==> src/rtl/column_counter_bank.sv <==
// -----------------------------------------------------------------------------
// column_counter_bank
//
// Bank of three bit-column population counters used in the partial-product
// reduction tree of the 6x6 array multiplier. Each lane counts the ones in
// its column: 3:2 lane (3 bits), 4:3 lane (4 bits) and 5:3 lane (5 bits).
// A combined count of all three lanes is also produced. All counts are
// zero-extended unsigned values wide enough that they never wrap.
//
// Parameters:
//   REG_OUT   1 = outputs registered (1-cycle latency, async reset clears)
//             0 = outputs combinational from inputs, out_valid = in_valid,
//                 rst has no effect on the outputs
//
// Optional feature (macro COMP_CIN_EN):
//   Adds a 3-bit carry-in 'cin' from the previous column that is added to
//   the 5:3 lane count (s53 range 0..12, s_all range 0..19).
//
// Ports:
//   clk        in   1  rising-edge clock
//   rst        in   1  asynchronous active-high reset
//   in_valid   in   1  column bits are valid this cycle
//   p32        in   3  3:2 lane column bits
//   p42        in   4  4:3 lane column bits
//   p53        in   5  5:3 lane column bits
//   cin        in   3  carry-in added to s53 (COMP_CIN_EN only)
//   out_valid  out  1  outputs hold a fresh result
//   s32        out  4  ones in p32
//   s42        out  4  ones in p42
//   s53        out  4  ones in p53 (+ cin with COMP_CIN_EN)
//   s_all      out  5  s32 + s42 + s53
// -----------------------------------------------------------------------------
module column_counter_bank #(
  parameter int REG_OUT = 1
) (
  input  logic       clk,
  input  logic       rst,
  input  logic       in_valid,
  input  logic [2:0] p32,
  input  logic [3:0] p42,
  input  logic [4:0] p53,
`ifdef COMP_CIN_EN
  input  logic [2:0] cin,
`endif
  output logic       out_valid,
  output logic [3:0] s32,
  output logic [3:0] s42,
  output logic [3:0] s53,
  output logic [4:0] s_all
);

  // Next-state counts computed from the current input sample.
  logic [3:0] s32_d;
  logic [3:0] s42_d;
  logic [3:0] s53_d;
  logic [4:0] s_all_d;

  always_comb begin
    s32_d = '0;
    for (int i = 0; i < 3; i++) begin
      s32_d = s32_d + 4'(p32[i]);
    end
  end

  always_comb begin
    s42_d = '0;
    for (int i = 0; i < 4; i++) begin
      s42_d = s42_d + 4'(p42[i]);
    end
  end

  always_comb begin
    s53_d = '0;
    for (int i = 0; i < 5; i++) begin
      s53_d = s53_d + 4'(p53[i]);
    end
`ifdef COMP_CIN_EN
    // 5 + 7 = 12 max, still fits in 4 bits.
    s53_d = s53_d + 4'(cin);
`endif
  end

  // Widen before adding so the 0..19 range cannot wrap.
  assign s_all_d = 5'(s32_d) + 5'(s42_d) + 5'(s53_d);

  generate
    if (REG_OUT != 0) begin : g_reg
      logic       out_valid_q;
      logic [3:0] s32_q;
      logic [3:0] s42_q;
      logic [3:0] s53_q;
      logic [4:0] s_all_q;

      always_ff @(posedge clk or posedge rst) begin
        if (rst) begin
          out_valid_q <= 1'b0;
          s32_q       <= '0;
          s42_q       <= '0;
          s53_q       <= '0;
          s_all_q     <= '0;
        end else begin
          out_valid_q <= in_valid;
          // Counts hold their last value on idle cycles.
          if (in_valid) begin
            s32_q   <= s32_d;
            s42_q   <= s42_d;
            s53_q   <= s53_d;
            s_all_q <= s_all_d;
          end
        end
      end

      assign out_valid = out_valid_q;
      assign s32       = s32_q;
      assign s42       = s42_q;
      assign s53       = s53_q;
      assign s_all     = s_all_q;
    end else begin : g_comb
      // Clock and reset are not used in the combinational build.
      logic unused_clk_rst;
      assign unused_clk_rst = clk ^ rst;

      assign out_valid = in_valid;
      assign s32       = s32_d;
      assign s42       = s42_d;
      assign s53       = s53_d;
      assign s_all     = s_all_d;
    end
  endgenerate

endmodule

==> config.mk <==
export PLATFORM = sky130hd
export DESIGN_NAME = column_counter_bank
export DESIGN_NICKNAME = d
export VERILOG_FILES = /design/src/rtl/column_counter_bank.sv
export SDC_FILE = /design/constraint.sdc
export NUM_CORES = 1
export LEC_CHECK = 0
export CORE_MARGIN = 1
export CORE_UTILIZATION = 46
export DETAILED_ROUTE_END_ITERATION = 7
export GPL_TIMING_DRIVEN = 0
export MAX_ROUTING_LAYER = met4
export PLACE_DENSITY = 0.83
export SLEW_MARGIN = 20
export SYNTH_ARGS = -nofsm -noshare
export SYNTH_HDL_FRONTEND = slang
export SYNTH_SLANG_ARGS = --single-unit
==> constraint.sdc <==
create_clock -name clk -period 2.1 [get_ports clk]
set_clock_uncertainty 0.2 [all_clocks]
set_input_delay 0.315 -clock clk [delete_from_list [all_inputs] [get_ports clk]]
set_output_delay 0.315 -clock clk [all_outputs]
set_load 0.01 [all_outputs]
**Word-level counts from Yosys, hierarchy flattened**

Index checks and enable logic that the tools add are counted.

- Output and inout port bits: 18
- Register bits: 18
- Logic and storage cells: 16

- Add/sub/neg operators: 11

Operator list:

| kind | number |
|---|---|
| adder 2 x 1 -> 3 bit | 3 |
| adder 3 x 1 -> 4 bit | 2 |
| adder 1 x 1 -> 2 bit | 3 |
| adder 3 x 4 -> 5 bit | 1 |
| adder 5 x 4 -> 5 bit | 1 |
| adder 4 x 1 -> 4 bit | 1 |

**Depth between registers and ports, before layout**

- Depth after elaboration: 5
- Gate-level depth with buffers: 13
- Gate-level depth less buffers: 13

**Worst setup path after synthesis**

Ideal clock, no wire load.

- Path kind: input -> register
- Start point: in p53[0]
- End point: reg g_reg.s_all_q[3] (netlist: s_all[3])
- Required time: 1775 ps
- Arrival time: 3023 ps
- Path buffers: 0
- Stages on the path: 13
- Library setup time: 125 ps
- Slack: -1248 ps
- Path through: inv_1 -> fa_1 -> inv_1 -> fa_1 -> ha_1 -> inv_1 -> fa_1 -> inv_1 -> ha_1 -> inv_1 -> fa_1 -> xnor2_1 -> mux2_4

- Longest elaborated chain between the ends: 5

RTL lines:

| what | line | RTL |
|---|---|---|
| from (decl) | 41 | `input logic [4:0] p53,` |
| adder 1 x 1 -> 2 bit | 75 | `s53_d = s53_d + 4'(p53[i]);` |
| adder 2 x 1 -> 3 bit | 75 |  |
| adder 3 x 1 -> 4 bit | 75 |  |
| adder 4 x 1 -> 4 bit | 75 |  |
| net s53_d[1] | 55 | `logic [3:0] s53_d;` |
| adder 5 x 4 -> 5 bit | 84 | `assign s_all_d = 5'(s32_d) + 5'(s42_d) + 5'(s53_d);` |
| to (signal assigned) | 108 | `s_all_q <= s_all_d;` |
| to (decl) | 92 | `logic [4:0] s_all_q;` |

The timed path passes the listed nets, and every way through them passes these cells.
A chain may end at the register's enable or synchronous reset.

**Worst setup path after layout**

- Start point: in p53[1]
- End point: reg g_reg.s_all_q[3] (netlist: s_all[3])

Same word-level chain as after synthesis.

==> impl.org <==
** Routing
- Dividing the detail-routed via count by the number of cells gives 4.36.
- The detail route stage leaves a number of antenna-violating nets equal to 0.
- Dividing the detail-routed wire length by the instance count gives 12.4 µm.
- Final WL :: 1.65 mm
- The final route contains 580 vias.
- In this run, the number of DRC markers left after iteration 0 of detailed routing was 0.
- For this run, the detailed router's first-pass iteration total came to 1.
- For this run, design rule violations remaining after detail routing come to 0.

** Critical path
- R2R Path Start :: s_all[0]$_DFFE_PP0P_
- Of all nets on the critical path, the largest fanout is 2.
- Measured in cells, the most critical reg-to-reg path has a length of 1.
- The critical path starts at p53[1].
- Destination of the worst register-to-register timing path :: s_all[0]$_DFFE_PP0P_
- Among cell families on the critical path, the largest total delay comes from adder cells.
- Number of buffers and inverters on the critical path :: 6
- The worst setup path is of the in2reg kind.
- Critical path's largest stage delay :: 0.56 ns
- Critical-path cell with the highest stage delay :: sky130_fd_sc_hd__fa_1
- Data on the critical path arrives at its endpoint at 3.07 ns.
- Critical path endpoint category :: register
- Among the stages of the critical path, the cell type that occurs most often is sky130_fd_sc_hd__inv_2.
- Critical Path Source Type :: input port
- The signal on the critical path passes through buf_6 -> inv_2 -> fa_1 -> inv_2 -> fa_2 -> ha_4 -> inv_2 -> fa_2 -> inv_2 -> ha_4 -> inv_2 -> fa_2 -> xnor2_2 -> mux2_4.
- In this run the register-to-register setup slack is 1.12 ns.
- At the worst endpoint, the required time is 2.06 ns.

** Synthesis
- Synth cell types :: 15
- For this run, the register share of the synthesized area comes to 39.8%.
- Largest family of logic cells by synthesized area :: adder cells
- Synthesized area :: 881 µm²
- Top area cells in the synthesized netlist :: sky130_fd_sc_hd__dfrtp_1 (40%), sky130_fd_sc_hd__fa_1 (16%), sky130_fd_sc_hd__mux2_4 (10%), sky130_fd_sc_hd__ha_1 (8.5%), sky130_fd_sc_hd__inv_1 (8.1%)
- After synthesis, the share of cell area in mux cells is 16.6%.
- sky130_fd_sc_hd__dfrtp_1 takes more of the synthesized area than any other cell.
- Flip-flop and latch count after synthesis :: 14
- A synthesized cell averages 12.6 µm².
- Simple-gate area share of the yosys netlist :: 0.852%
- After Yosys synthesis, XOR and XNOR cells account for 0.994% of the synthesized area.
- Post-Syn Instances :: 70
- For this run, the number of Yosys warnings is 0.
- Area fraction in compound gates after synthesis :: 1.85%
- Summed over its instances, the top area cell type makes up 39.8% of the synthesized netlist area.
- Summing the areas of all fa, ha and maj instances in the mapped netlist gives 24.4% of the synthesized area.

** Layout
- The layout has 128 filler cells.
- Summing all non-filler instances in the final layout gives an area of 1330 µm².
- Final cell utilization of the core :: 75.5%
- Nets@finish :: 138
- Number of antenna diodes :: 0
- The sequential cells in the finished layout cover a total of 350 µm².
- Of the cells placed in the final design, the portion with a size suffix greater than 1 is 41.7%.
- Area taken by multi-input logic gates :: 468 µm²
- From synthesis to final layout, the design area changed by 51.1%.

** CTS
- Hold-fix buffer count after cts :: 0
- Clock tree synthesis selected as its root buffer the cell sky130_fd_sc_hd__clkbuf_4.
- Clock Sinks :: 14
- Clock-pin transition on the worst setup and hold timing paths :: 0.08 ns
- TritonCTS built the clock tree.
- Number of H-tree levels :: 1
- Clock Tree Buf Depth :: 2
- The number of clock buffers added by TritonCTS is 3.
- For the worst-skew pair, the clock arrives at the later sink with an insertion delay of 0.27 ns.

** Job
- Across the run, the number of max-cap violations was 0.

** STA
- Worst slew margin relative to its limit :: 64.6%
- Final setup violation count :: 5
- Count of final hold-check violations :: 0
- In the finished design, the share of the clock period the worst path needs comes to 148%.
- Setup repair after global routing could not meet its margin everywhere.
- For the finished layout, the period the worst path requires is 3.11 ns.
- Worst-case hold slack :: 0.172 ns
- Max Freq :: 322 MHz
- For the pin with the worst max-slew slack, the measured transition is 0.530 ns.
- Pins over their slew limit :: 0
- Final setup slack of the worst path :: -1.01 ns

** Floorplanning
- Cell row count :: 15
- IO Count :: 33
- From bottom edge to top edge, the die measures 45.8 µm.
- Measured along the x axis, the die boundary spans 45.8 µm.
- For this configuration, the core starts out at a cell density of 49.9%.
- The floorplan step defined a core boundary enclosing 1760 µm².
- Die area :: 2090 µm²

** Global route
- Overall Global Routing Usage :: 19.8%
- The number of antenna violations at the first check in global routing came to 0.
- The via count of the first global-routing pass came to 631.
- The first global-routing pass estimated 2.75 mm of wire.
- After global routing the overflow that remains totals 0.
- Pin count of the biggest net entering global routing :: 15

** Place
- Area of placed instances :: 1240 µm²
- Last weighted congestion value of the routability-driven placer :: 0.717
- The HPWL after detailed placement is 1.29 mm.
- Buffers added on ports :: 28
- Timing analysis after detailed placement gives a worst setup slack of -1.78 ns.

** Min path
- The worst hold path belongs to the class in2async.

** Pwr
- Across the VDD grid, the largest voltage drop is 0.612 mV.
- The analysis attributes to cell leakage a power of 0.641 nW.
- Dividing total power by cell area gives a power density of 845 nW/µm².

** Outcome
- The run finished, with violations left.
- Violated checks :: negative setup slack
## sequential cells by signal, summed over array words and instances (netlist names)
register,count
s42,3
out_valid,1
s_all,5
s53,3
s32,2
## synthesized netlist by cell type
library cell / count
sky130_fd_sc_hd__nand2_1: 1
sky130_fd_sc_hd__ha_1: 6
sky130_fd_sc_hd__nor2_1: 1
sky130_fd_sc_hd__buf_6: 1
sky130_fd_sc_hd__mux2_4: 6
sky130_fd_sc_hd__o22ai_1: 1
sky130_fd_sc_hd__dfrtp_1: 14
sky130_fd_sc_hd__fa_1: 7
sky130_fd_sc_hd__buf_4: 4
sky130_fd_sc_hd__conb_1: 1
sky130_fd_sc_hd__inv_1: 19
sky130_fd_sc_hd__xnor2_1: 1
sky130_fd_sc_hd__a21oi_1: 2
sky130_fd_sc_hd__buf_12: 1
sky130_fd_sc_hd__mux2_2: 5
## final cells by class
type,count,share of cell area [%]
Buffer,6,4.61
Multi-Input combinational cell,34,35.2
Timing Repair Buffer,32,24.0
Tap cell,25,2.35
Inverter,19,5.92
Sequential cell,14,26.3
Clock buffer,3,1.69
## where the power goes
part           switching (mW)  leakage (nW)  internal (mW)
Sequential             0.0358         0.169          0.339
Combinational           0.226         0.458          0.378
Clock                  0.0795        0.0138         0.0664
## worst max path at each step
stage	end	depth (start not counted)	slack [ns]
floorplan	s_all[3]$_DFFE_PP0P_	13	-1.09
global placement	s_all[3]$_DFFE_PP0P_	14	-1.73
detailed placement	s_all[3]$_DFFE_PP0P_	14	-1.78
CTS	s_all[3]$_DFFE_PP0P_	14	-1.05
global route	s_all[3]$_DFFE_PP0P_	14	-1.06
finish	s_all[3]$_DFFE_PP0P_	14	-1.01
## per-stage QoR
step           power (mW)  TNS [ns]  cells
2_1_floorplan       0.670     -3.79     73
3_3_place_gp        0.879     -9.20    126
3_5_place_dp        0.899     -9.68    126
4_1_cts              1.12     -3.85    133
5_1_grt              1.21     -3.92    133
6_report             1.12     -3.72    133
## cells by family (layout without fill, tap and decap cells)
logic type,Yosys count,in the layout
buf+inv,25,60
mux,11,11
fa+ha+maj,13,13
xor+xnor,1,1
simple gates,2,2
flops,14,14
compound gates,3,3
other cells,1,4
## layout by cell type (no fill, tap or decap), drive strengths merged
cell type      synthesis  final
clkdlybuf4s50          0     22
nand2                  1      1
dlygate4sd2            0      3
o22ai                  1      1
buf                    6     13
xnor2                  1      1
inv                   19     19
ha                     6      6
mux2                  11     11
a21oi                  2      2
fa                     7      7
nor2                   1      1
conb                   1      4
dfrtp                 14     14
clkbuf                 0      3
## routing by layer
metal  share of wire (%)  global-route usage, %
met5                   0                      -
met3                 4.4                   2.38
met1                  39                   22.5
met4                0.85                   5.29
met2                  56                   36.3
## repair_timing
action,in CTS,in global routing
gates resized for setup,24,5
pin swaps,11,6
setup endpoints to repair,10,5
buffers inserted,4,0
Note: power is estimated with default switching activity, not from simulation.
